[src/rtl/multicycle_control_if.sv]
`default_nettype none
// ============================================================================
//  Module      : multicycle_control_if
//  Description : Control bundle between the multicycle MIPS main controller
//                and its datapath. It carries the opcode and the memory-ready
//                handshake into the controller, and every select and write
//                enable out of it.
//                  master : the controller (drives selects and enables)
//                  slave  : the datapath   (drives Op and MemReady)
//                Optional feature macro: MIPS_BNE_EN adds the BranchNe signal.
//  Signals     : Op[5:0]      opcode from the instruction register
//                MemReady     memory access completes in the cycle it is 1
//                IorD         memory address select: 0=Pc, 1=ALUOut
//                IRWrite      instruction register load
//                MemWrite     memory write strobe
//                MemtoReg     writeback data: 0=ALUOut, 1=MDR
//                RegDst       destination register: 0=rt, 1=rd
//                RegWrite     register file write
//                ALUSrcA      ALU A operand: 0=Pc, 1=A register
//                ALUSrcB[1:0] ALU B operand: 00=B, 01=4, 10=SignImm, 11=SignImm<<2
//                ALUOp[1:0]   00=add, 01=sub, 10=funct-decoded
//                PCSrc[1:0]   00=ALUResult, 01=ALUOut, 10=jump target
//                PCWrite      unconditional PC load
//                Branch       PC load qualified by Zero
//                IllegalOp    one-cycle pulse on an unsupported opcode
//                BranchNe     PC load qualified by !Zero (MIPS_BNE_EN only)
//  Revision    : 1.0  initial release
// ============================================================================
interface multicycle_control_if;
   logic [5:0] Op;
   logic       MemReady;
   logic       IorD;
   logic       IRWrite;
   logic       MemWrite;
   logic       MemtoReg;
   logic       RegDst;
   logic       RegWrite;
   logic       ALUSrcA;
   logic [1:0] ALUSrcB;
   logic [1:0] ALUOp;
   logic [1:0] PCSrc;
   logic       PCWrite;
   logic       Branch;
   logic       IllegalOp;
`ifdef MIPS_BNE_EN
   logic       BranchNe;
`endif

   modport master (
      input  Op, MemReady,
      output IorD, IRWrite, MemWrite, MemtoReg, RegDst, RegWrite,
             ALUSrcA, ALUSrcB, ALUOp, PCSrc, PCWrite, Branch, IllegalOp
`ifdef MIPS_BNE_EN
      , output BranchNe
`endif
   );

   modport slave (
      output Op, MemReady,
      input  IorD, IRWrite, MemWrite, MemtoReg, RegDst, RegWrite,
             ALUSrcA, ALUSrcB, ALUOp, PCSrc, PCWrite, Branch, IllegalOp
`ifdef MIPS_BNE_EN
      , input BranchNe
`endif
   );
endinterface : multicycle_control_if
`default_nettype wire

[src/rtl/multicycle_control.sv]
`default_nettype none
// ============================================================================
//  Module      : multicycle_control
//  Description : Main control FSM of the multicycle MIPS datapath. Steps each
//                instruction through fetch / decode / execute / memory /
//                writeback and drives all datapath selects and write enables.
//                Memory states wait on the MemReady handshake.
//                Optional feature macro: MIPS_BNE_EN (adds BNE support and the
//                BranchNe output; without it opcode 000101 is illegal).
//  Ports       : clk    system clock, rising edge
//                rst_n  asynchronous active-low reset
//                bus    multicycle_control_if.master (Op/MemReady in,
//                       selects and enables out)
//  Revision    : 1.0  initial release
// ============================================================================
module multicycle_control #(
   parameter logic [5:0] OP_RTYPE = 6'b000000,
   parameter logic [5:0] OP_LW    = 6'b100011,
   parameter logic [5:0] OP_SW    = 6'b101011,
   parameter logic [5:0] OP_BEQ   = 6'b000100,
   parameter logic [5:0] OP_ADDI  = 6'b001000,
   parameter logic [5:0] OP_J     = 6'b000010
) (
   input  wire logic            clk,
   input  wire logic            rst_n,
   multicycle_control_if.master bus
);

   localparam logic [3:0] S_FETCH  = 4'd0;
   localparam logic [3:0] S_DECODE = 4'd1;
   localparam logic [3:0] S_MEMADR = 4'd2;
   localparam logic [3:0] S_MEMRD  = 4'd3;
   localparam logic [3:0] S_MEMWB  = 4'd4;
   localparam logic [3:0] S_MEMWR  = 4'd5;
   localparam logic [3:0] S_RTEX   = 4'd6;
   localparam logic [3:0] S_RTWB   = 4'd7;
   localparam logic [3:0] S_BEQEX  = 4'd8;
   localparam logic [3:0] S_ADDIEX = 4'd9;
   localparam logic [3:0] S_ADDIWB = 4'd10;
   localparam logic [3:0] S_JEX    = 4'd11;
`ifdef MIPS_BNE_EN
   localparam logic [3:0] S_BNEEX  = 4'd12;
   localparam logic [5:0] C_OP_BNE = 6'b000101;
`endif

   logic [3:0] state_q;
   logic [3:0] state_d;

   // Raw (ungated) decoded outputs
   logic       w_iord;
   logic       w_irwrite;
   logic       w_memwrite;
   logic       w_memtoreg;
   logic       w_regdst;
   logic       w_regwrite;
   logic       w_alusrca;
   logic [1:0] w_alusrcb;
   logic [1:0] w_aluop;
   logic [1:0] w_pcsrc;
   logic       w_pcwrite;
   logic       w_branch;
   logic       w_illegal;
`ifdef MIPS_BNE_EN
   logic       w_branchne;
`endif

   // ---------------------------------------------------------------- state
   always_ff @(posedge clk or negedge rst_n) begin
      if (!rst_n) begin
         state_q <= S_FETCH;
      end else begin
         state_q <= state_d;
      end
   end

   // ----------------------------------------------------------- next state
   always_comb begin
      state_d = S_FETCH;
      case (state_q)
         S_FETCH:  state_d = bus.MemReady ? S_DECODE : S_FETCH;
         S_DECODE: begin
            case (bus.Op)
               OP_LW, OP_SW: state_d = S_MEMADR;
               OP_RTYPE:     state_d = S_RTEX;
               OP_BEQ:       state_d = S_BEQEX;
               OP_ADDI:      state_d = S_ADDIEX;
               OP_J:         state_d = S_JEX;
`ifdef MIPS_BNE_EN
               C_OP_BNE:     state_d = S_BNEEX;
`endif
               default:      state_d = S_FETCH;
            endcase
         end
         // Op is re-examined here to pick load vs store; anything else
         // (opcode changed under us) abandons the instruction.
         S_MEMADR: begin
            if (bus.Op == OP_LW) begin
               state_d = S_MEMRD;
            end else if (bus.Op == OP_SW) begin
               state_d = S_MEMWR;
            end else begin
               state_d = S_FETCH;
            end
         end
         S_MEMRD:  state_d = bus.MemReady ? S_MEMWB : S_MEMRD;
         S_MEMWB:  state_d = S_FETCH;
         S_MEMWR:  state_d = bus.MemReady ? S_FETCH : S_MEMWR;
         S_RTEX:   state_d = S_RTWB;
         S_RTWB:   state_d = S_FETCH;
         S_BEQEX:  state_d = S_FETCH;
         S_ADDIEX: state_d = S_ADDIWB;
         S_ADDIWB: state_d = S_FETCH;
         S_JEX:    state_d = S_FETCH;
`ifdef MIPS_BNE_EN
         S_BNEEX:  state_d = S_FETCH;
`endif
         default:  state_d = S_FETCH;
      endcase
   end

   // --------------------------------------------------------------- outputs
   always_comb begin
      w_iord     = 1'b0;
      w_irwrite  = 1'b0;
      w_memwrite = 1'b0;
      w_memtoreg = 1'b0;
      w_regdst   = 1'b0;
      w_regwrite = 1'b0;
      w_alusrca  = 1'b0;
      w_alusrcb  = 2'b00;
      w_aluop    = 2'b00;
      w_pcsrc    = 2'b00;
      w_pcwrite  = 1'b0;
      w_branch   = 1'b0;
      w_illegal  = 1'b0;
`ifdef MIPS_BNE_EN
      w_branchne = 1'b0;
`endif
      case (state_q)
         S_FETCH: begin
            // PC+4 and IR load only commit on the cycle memory delivers
            w_alusrcb = 2'b01;
            w_irwrite = bus.MemReady;
            w_pcwrite = bus.MemReady;
         end
         S_DECODE: begin
            // Speculative branch target into ALUOut
            w_alusrcb = 2'b11;
            case (bus.Op)
               OP_LW, OP_SW, OP_RTYPE, OP_BEQ, OP_ADDI, OP_J: w_illegal = 1'b0;
`ifdef MIPS_BNE_EN
               C_OP_BNE: w_illegal = 1'b0;
`endif
               default: w_illegal = 1'b1;
            endcase
         end
         S_MEMADR: begin
            w_alusrca = 1'b1;
            w_alusrcb = 2'b10;
         end
         S_MEMRD: begin
            w_iord = 1'b1;
         end
         S_MEMWB: begin
            w_memtoreg = 1'b1;
            w_regwrite = 1'b1;
         end
         S_MEMWR: begin
            w_iord     = 1'b1;
            w_memwrite = 1'b1;
         end
         S_RTEX: begin
            w_alusrca = 1'b1;
            w_aluop   = 2'b10;
         end
         S_RTWB: begin
            w_regdst   = 1'b1;
            w_regwrite = 1'b1;
         end
         S_BEQEX: begin
            w_alusrca = 1'b1;
            w_aluop   = 2'b01;
            w_pcsrc   = 2'b01;
            w_branch  = 1'b1;
         end
         S_ADDIEX: begin
            w_alusrca = 1'b1;
            w_alusrcb = 2'b10;
         end
         S_ADDIWB: begin
            w_regwrite = 1'b1;
         end
         S_JEX: begin
            w_pcsrc   = 2'b10;
            w_pcwrite = 1'b1;
         end
`ifdef MIPS_BNE_EN
         S_BNEEX: begin
            w_alusrca  = 1'b1;
            w_aluop    = 2'b01;
            w_pcsrc    = 2'b01;
            w_branchne = 1'b1;
         end
`endif
         default: begin
            // Unreachable encodings: everything stays at its idle value
         end
      endcase
   end

   // Selects pass straight through (state is FETCH during reset). Enables and
   // IllegalOp are gated by rst_n so they drop the instant reset asserts,
   // without waiting for the state register to settle.
   assign bus.IorD      = w_iord;
   assign bus.MemtoReg  = w_memtoreg;
   assign bus.RegDst    = w_regdst;
   assign bus.ALUSrcA   = w_alusrca;
   assign bus.ALUSrcB   = w_alusrcb;
   assign bus.ALUOp     = w_aluop;
   assign bus.PCSrc     = w_pcsrc;
   assign bus.IRWrite   = w_irwrite  & rst_n;
   assign bus.MemWrite  = w_memwrite & rst_n;
   assign bus.RegWrite  = w_regwrite & rst_n;
   assign bus.PCWrite   = w_pcwrite  & rst_n;
   assign bus.Branch    = w_branch   & rst_n;
   assign bus.IllegalOp = w_illegal  & rst_n;
`ifdef MIPS_BNE_EN
   assign bus.BranchNe  = w_branchne & rst_n;
`endif

endmodule : multicycle_control
`default_nettype wire

[src/flat_wrapper.sv]
// flat-port wrapper written by rule: the top's interface ports become plain ports
module multicycle_control_flat 
#(
   parameter logic [5:0] OP_RTYPE = 6'b000000,
   parameter logic [5:0] OP_LW    = 6'b100011,
   parameter logic [5:0] OP_SW    = 6'b101011,
   parameter logic [5:0] OP_BEQ   = 6'b000100,
   parameter logic [5:0] OP_ADDI  = 6'b001000,
   parameter logic [5:0] OP_J     = 6'b000010
)
  (clk, rst_n, bus_Op, bus_MemReady, bus_IorD, bus_IRWrite, bus_MemWrite, bus_MemtoReg, bus_RegDst, bus_RegWrite, bus_ALUSrcA, bus_ALUSrcB, bus_ALUOp, bus_PCSrc, bus_PCWrite, bus_Branch, bus_IllegalOp);
  multicycle_control_if bus_i ();
  input  wire logic clk;
  input  wire logic rst_n;
  input wire logic [$bits(bus_i.Op)-1:0] bus_Op;
  input wire logic [$bits(bus_i.MemReady)-1:0] bus_MemReady;
  output wire logic [$bits(bus_i.IorD)-1:0] bus_IorD;
  output wire logic [$bits(bus_i.IRWrite)-1:0] bus_IRWrite;
  output wire logic [$bits(bus_i.MemWrite)-1:0] bus_MemWrite;
  output wire logic [$bits(bus_i.MemtoReg)-1:0] bus_MemtoReg;
  output wire logic [$bits(bus_i.RegDst)-1:0] bus_RegDst;
  output wire logic [$bits(bus_i.RegWrite)-1:0] bus_RegWrite;
  output wire logic [$bits(bus_i.ALUSrcA)-1:0] bus_ALUSrcA;
  output wire logic [$bits(bus_i.ALUSrcB)-1:0] bus_ALUSrcB;
  output wire logic [$bits(bus_i.ALUOp)-1:0] bus_ALUOp;
  output wire logic [$bits(bus_i.PCSrc)-1:0] bus_PCSrc;
  output wire logic [$bits(bus_i.PCWrite)-1:0] bus_PCWrite;
  output wire logic [$bits(bus_i.Branch)-1:0] bus_Branch;
  output wire logic [$bits(bus_i.IllegalOp)-1:0] bus_IllegalOp;
  assign bus_i.Op = bus_Op;
  assign bus_i.MemReady = bus_MemReady;
  assign bus_IorD = bus_i.IorD;
  assign bus_IRWrite = bus_i.IRWrite;
  assign bus_MemWrite = bus_i.MemWrite;
  assign bus_MemtoReg = bus_i.MemtoReg;
  assign bus_RegDst = bus_i.RegDst;
  assign bus_RegWrite = bus_i.RegWrite;
  assign bus_ALUSrcA = bus_i.ALUSrcA;
  assign bus_ALUSrcB = bus_i.ALUSrcB;
  assign bus_ALUOp = bus_i.ALUOp;
  assign bus_PCSrc = bus_i.PCSrc;
  assign bus_PCWrite = bus_i.PCWrite;
  assign bus_Branch = bus_i.Branch;
  assign bus_IllegalOp = bus_i.IllegalOp;
  multicycle_control #(.OP_RTYPE(OP_RTYPE), .OP_LW(OP_LW), .OP_SW(OP_SW), .OP_BEQ(OP_BEQ), .OP_ADDI(OP_ADDI), .OP_J(OP_J)) u_core (.clk(clk), .rst_n(rst_n), .bus(bus_i));
endmodule
[config.mk]
export PLATFORM = sky130hd
export DESIGN_NAME = multicycle_control_flat
export DESIGN_NICKNAME = d
export VERILOG_FILES = /design/src/rtl/multicycle_control_if.sv /design/src/rtl/multicycle_control.sv /design/src/flat_wrapper.sv
export SDC_FILE = /design/constraint.sdc
export NUM_CORES = 1
export LEC_CHECK = 0
export CAP_MARGIN = 25
export CORE_ASPECT_RATIO = 1.1
export CORE_MARGIN = 2
export CORE_UTILIZATION = 30
export DETAILED_ROUTE_END_ITERATION = 16
export DONT_BUFFER_PORTS = 1
export GPL_ROUTABILITY_DRIVEN = 0
export HOLD_SLACK_MARGIN = 0.05
export PLACE_DENSITY = 0.52
export SLEW_MARGIN = 30
export SYNTH_ARGS = -nofsm -noshare
export SYNTH_HDL_FRONTEND = slang
export SYNTH_SLANG_ARGS = --single-unit
export TNS_END_PERCENT = 1
[constraint.sdc]
create_clock -name clk -period 1.8 [get_ports clk]
set_input_delay 0.18 -clock clk [delete_from_list [all_inputs] [get_ports clk]]
set_output_delay 0.18 -clock clk [all_outputs]
set_load 0.02 [all_outputs]
==> impl_metrics.py, run 1 <==
metrics = {
    "run_status": {
        "outcome": "finished clean",
    },
    "pwr": {
        "p_leak_nw": 0.291,
        "clockPowerShare_pct": 32.7,
        "pwr-share-seq_pct": 31.4,
        "power.density_nw_per_um2": 532,
        "power.internal_w": 0.000226,
        "power.total_w": 0.000345,
        "netSwitchingPower_w": 0.000120,
        "p_comb_share_pct": 36.0,
        "p_sw_share_pct": 34.7,
        "peakVddDrop_mv": 0.252,
    },
    "synthesis": {
        "synth.top_cell.area_share_pct": 19.3,
        "ys_warn_count": 0,
        "syn_inst": 75,
        "synth_ff_type": "dfrtp_1",
        "postSynthAreaPerCell_um2": 6.92,
        "synth_seq_cells": 4,
        "ys_seq_area_share_pct": 19.3,
        "syn_area_um2": 519,
        "synth_nets": 84,
        "synth_edf_count": 0,
        "yosys.area.top_type": "dfrtp_1",
        "synth_area_leaders": "dfrtp_1 (19%), nor2_1 (10%), nand2b_1 (6.0%)",
        "yosys.cell_types.count": 33,
        "synthArstFlopShare_pct": 100,
    },
    "floorplanning": {
        "dieArea_um2": 2080,
        "rows": 15,
        "die_y_um": 47.6,
        "die_w_um": 43.7,
        "floorplan.initialDensity_pct": 32.5,
        "num_io_pins": 25,
        "design.core.area_um2": 1600,
    },
    "finish": {
        "final-seq-area_um2": 103,
        "largest_reg_flops": 4,
        "top_register": "u_core.state_q",
        "fin_nets": 97,
        "final_cell_mix": "nor2_1 (13), buf_4 (11), nand2_1 (7)",
        "final.fill_count": 166,
        "top_regs": "u_core.state_q: 4 flops",
        "layout_commonest_cell": "nor2_1",
        "syn2layout_area_growth_pct": 25.1,
        "diodes": 0,
        "layout-drive-gt1-share_pct": 24.4,
        "multi_input_area_um2": 407,
    },
    "detailed_routing": {
        "ant_nets": 0,
        "avgViaCountPerCell": 5.45,
        "dr_total_vias": 561,
        "drc": 0,
        "drt_iter0_markers": 8,
        "post_drt_wl_per_cell_um": 13.2,
        "drtPass1Iterations": 3,
        "drt_wl_total_um": 1360,
    },
    "setup_path": {
        "arrival_ps": 1520,
        "cpPeakStageDelay_ps": 460,
        "endpoint_kind": "output pin",
        "worstPathMaxFanout": 9,
        "crit_type": "register to output pin",
        "crit_slowest_cell": "dfrtp_1",
        "cp.required_ps": 1620,
        "ff2ff_path_depth": 4,
        "start_kind": "register",
        "crit_path_cell_trace": "nand2b_4 -> nor3_4 -> nand2_1 -> a211oi_1 -> buf_4",
    },
    "job": {
        "cap_viol_max_count": 0,
    },
    "global_route": {
        "grt_pass1_wl_um": 2100,
        "grtUsageTotal_pct": 14.3,
        "grt_antenna_before_repair": 0,
        "grt-ovfl-total": 0,
        "grt_max_degree": 14,
        "grt_pass1_vias": 484,
    },
    "sta": {
        "drv_slew": 0,
        "final.setup.tns_ps": 0,
        "fmax_mhz": 587,
        "worstMarginPinSlew_ps": 383,
        "period_needed_ps": 1700,
        "slew_headroom_pct": 74.4,
        "hold_viol_final": 0,
        "setup_viol": 0,
        "skew_ps": 7.70,
        "post-route-period-util_pct": 94.7,
    },
    "clock_network": {
        "htree_levels": 1,
        "clkTransAtPathRegs_ps": 40,
        "root_buffer": "clkbuf_4",
        "clkSinkCount": 4,
        "cts_tree": "yes",
        "clk_latency_ps": 240,
        "cts_buffers": 3,
        "clock_path_buffers": 2,
    },
    "placement": {
        "port_buffers": 0,
        "dpl.hpwl_um": 1020,
    },
    "hold_path": {
        "hold_class": "primary input to register",
        "holdPathStages": 3,
    },
}
timing repair:
item / 4_1_cts / 5_1_grt
endpoints found under the setup margin: 0 / 3
hold buffers: 1 / 0
buffers inserted: 0 / 0
gates resized for setup: 0 / 4
hold endpoints to repair: 4 / 0
synthesized netlist by cell type (2+ instances only):
cell / n
mux2i_1: 2
o22ai_1: 2
buf_2: 3
nand3_1: 3
xnor2_1: 2
nor2_1: 14
nor3_1: 5
nand2b_1: 5
a21o_1: 2
dfrtp_1: 4
and2_1: 2
nand2_1: 7
o21ai_0: 3
and3_1: 2
cell families after synthesis:
family          after synthesis  synth area share (%)
buf+inv                       5                  4.34
xor+xnor                      3                  5.06
compound gates               13                  16.9
mux                           2                  3.86
simple gates                 48                  50.6
flops                         4                  19.3
worst max-delay path, delay by kind of cell, from the launching register on:
family / cells / cell delay, ps
AOI/OAI and AO/OA: 1 / 210
buffers and inverters: 1 / 180
DFF: 1 / 460
and+or+nand+nor: 3 / 430
routing by layer:
layer	up-vias	part of all wire [%]	GRT usage, %
met2	20	52	24.7
li1	290	-	-
met3	0	7.2	4.91
met5	-	0	0
met1	251	41	15.0
met4	0	0	9.09
cell type report:
cell class                 instances  share of cell area, %
multi-input combinational         66                   62.6
inverter                           1                  0.578
sequential                         4                   15.8
clock buffer                       3                   3.47
tap                               17                   3.28
timing repair buffer              12                   14.3
worst paths after layout:
kind,from,endpoint,slack (ps)
hold / removal,bus_Op[3],u_core.state_q[2],160
max in group asynchronous,rst_n,u_core.state_q[3],1370
hold reg to reg,u_core.state_q[0],u_core.state_q[3],620
setup / recovery,u_core.state_q[1],bus_IllegalOp,100
setup reg to reg,u_core.state_q[1],u_core.state_q[0],340
min in group asynchronous,rst_n,u_core.state_q[1],220
per-stage QoR:
step	utilization, %	area (um2)	hold WS, ps	cells	setup slack [ps]
after detailed placement	37.9	604	-115	99	306
after global routing	40.7	649	175	103	-7.49
after CTS	39.9	637	156	103	33.2
after floorplan	-	519	-116	75	47.4
after global placement	37.9	604	-115	99	311
final	40.7	649	157	103	96.1
power groups by stage:
stage                     logic (W)  clock network, W  registers (W)
after detailed placement   0.000116                 0       0.000107
after global routing       0.000135          0.000127       0.000110
after global placement     0.000116                 0       0.000107
after CTS                  0.000120          0.000118       0.000106
final                      0.000124          0.000113       0.000108
after floorplan           0.0000950                 0       0.000101
No activity file was read; power rests on OpenSTA's default activity.
==> inputs of run 2 (changes only) <==
CTS_BUF_LIST = sky130_fd_sc_hd__clkbuf_8   (was default)
GPL_TIMING_DRIVEN = 0   (was default)
==> run 2 against run 1 <==
  * Via count decreased by 4.1%
  * Power grew 17%
  * Clock power up 59%
  * Clock skew is 7.4 ps lower
  * Final cell count shrank 6.8%
  * Die area did not move
  * Critical path type unchanged
  * Critical endpoint is now bus_PCWrite
  * Largest power group is now the clock network
==> impl_metrics.py, run 2 (synthesized netlist as in run 1, its figures left out) <==
metrics = {
    "clock_network": {
        "cts_tree": "yes",
        "clkTransAtPathRegs_ps": 30,
        "clock_path_buffers": 2,
        "root_buffer": "clkbuf_8",
        "cts_buffers": 3,
        "clk_latency_ps": 210,
        "clkSinkCount": 4,
        "htree_levels": 1,
        "post_cts_buffers": 0,
    },
    "setup_path": {
        "cpPeakStageDelay_ps": 420,
        "start_kind": "register",
        "cp.required_ps": 1620,
        "crit_type": "register to output pin",
        "arrival_ps": 1560,
        "worstPathMaxFanout": 10,
        "crit_path_cell_trace": "buf_4 -> nor4_1 -> and3_2 -> a21o_1",
        "crit_slowest_cell": "dfrtp_2",
        "endpoint_kind": "output pin",
    },
    "floorplanning": {
        "dieArea_um2": 2080,
        "design.core.area_um2": 1600,
        "floorplan.initialDensity_pct": 32.5,
        "rows": 15,
        "num_io_pins": 25,
        "die_y_um": 47.6,
        "die_w_um": 43.7,
    },
    "sta": {
        "skew_ps": 0.331,
        "slew_headroom_pct": 57.7,
        "fmax_mhz": 576,
        "grt_setup_unrepaired": "true",
        "setup_viol": 0,
        "drv_slew": 0,
        "period_needed_ps": 1740,
        "fin_ws_ps": 63.4,
        "worstMarginPinSlew_ps": 629,
        "hold_viol_final": 0,
        "post-route-period-util_pct": 96.5,
    },
    "pwr": {
        "netSwitchingPower_w": 0.000122,
        "power.total_w": 0.000405,
        "peakVddDrop_mv": 0.402,
        "p_sw_share_pct": 30.1,
        "p_leak_nw": 0.266,
        "clockPowerShare_pct": 44.4,
        "pwr-share-seq_pct": 25.0,
        "p_comb_share_pct": 30.6,
        "power.density_nw_per_um2": 632,
        "power.internal_w": 0.000283,
    },
    "finish": {
        "diodes": 0,
        "top_register": "u_core.state_q",
        "final_cell_mix": "nor2_1 (13), nand2_1 (6), nand2b_1 (5)",
        "syn2layout_area_growth_pct": 23.6,
        "largest_reg_flops": 4,
        "fin_nets": 90,
        "top_regs": "u_core.state_q: 4 flops",
        "layout-drive-gt1-share_pct": 22.8,
        "layout_commonest_cell": "nor2_1",
    },
    "detailed_routing": {
        "ant_nets": 0,
        "avgViaCountPerCell": 5.60,
        "post_drt_wl_per_cell_um": 13.5,
        "drt_iter0_markers": 7,
        "drtPass1Iterations": 4,
        "drt_wl_total_um": 1300,
        "dr_total_vias": 538,
        "drc": 0,
    },
    "global_route": {
        "grt_pass1_wl_um": 1940,
        "grt_pass1_vias": 466,
        "grt-ovfl-total": 0,
        "grt_antenna_before_repair": 0,
        "grtUsageTotal_pct": 12.5,
        "grt_max_degree": 11,
    },
    "placement": {
        "dpl.hpwl_um": 1010,
        "port_buffers": 0,
        "preCtsSetupSlack_ps": -50.9,
    },
    "run_status": {
        "outcome": "finished clean",
    },
    "hold_path": {
        "hold_class": "primary input to register",
    },
    "job": {
        "cap_viol_max_count": 0,
    },
}
[run 2: repair_timing]
action	in CTS	in global routing
endpoints found under the setup margin	3	7
hold endpoints to repair	4	0
hold buffers	1	0
gates resized for setup	4	13
pin swaps	0	2
[run 2: path summary, 6_finish.rpt]
path                                        start           endpoint  slack (ps)  depth (start not counted)
worst min register to register  u_core.state_q[3]  u_core.state_q[1]         640                          3
worst max register to register  u_core.state_q[1]  u_core.state_q[0]         280                          4
worst max-delay path            u_core.state_q[2]        bus_PCWrite          60                          4
min in group asynchronous                   rst_n  u_core.state_q[3]         250                          1
max in group asynchronous                   rst_n  u_core.state_q[2]        1350                          1
worst min-delay path                    bus_Op[3]  u_core.state_q[2]         170                          3
[run 2: cell type report]
class                      count  area, um2
clock buffer                   3       41.3
tap                           17       21.3
timing repair buffer           1       10.0
multi-input combinational     66        439
inverter                       1       3.75
buffer                         4       25.0
fill                         175        953
sequential                     4        101
[run 2: power by group through the flow]
stage | combinational [W] | sequential, W | clock [W]
5_1_grt | 0.000136 | 0.000102 | 0.000191
6_report | 0.000124 | 0.000101 | 0.000180
3_3_place_gp | 0.000109 | 0.000102 | 0
4_1_cts | 0.000118 | 0.000101 | 0.000185
3_5_place_dp | 0.000109 | 0.000102 | 0
2_1_floorplan | 0.0000950 | 0.000101 | 0
[run 2: layer usage]
| metal | up-vias | share of wire (%) | track usage [%] |
|---|---|---|---|
| li1 | 277 | - | - |
| met1 | 243 | 44 | 15.5 |
| met2 | 18 | 49 | 22.6 |
| met3 | 0 | 7.2 | 1.89 |
| met4 | 0 | 0 | 3.64 |
| met5 | - | 0 | 0 |
[run 2: stage by stage]
stage               hold WS, ps  std cells  util, %  TNS (ps)  cell area [um2]
global placement           -115         92     33.9     -52.8              541
finish                      173         96     40.2         0              642
floorplan                  -116         75        -         0              519
detailed placement         -115         92     33.9     -50.9              541
CTS                         179         96     38.3     -63.6              611
global route                235         96     40.2     -21.2              642
[run 2: critical path, delay by kind of cell, from the launching register on]
family,cells,cell delay (ps)
simple gates,2,530
flops,1,420
compound gates,1,210
buf+inv,1,180
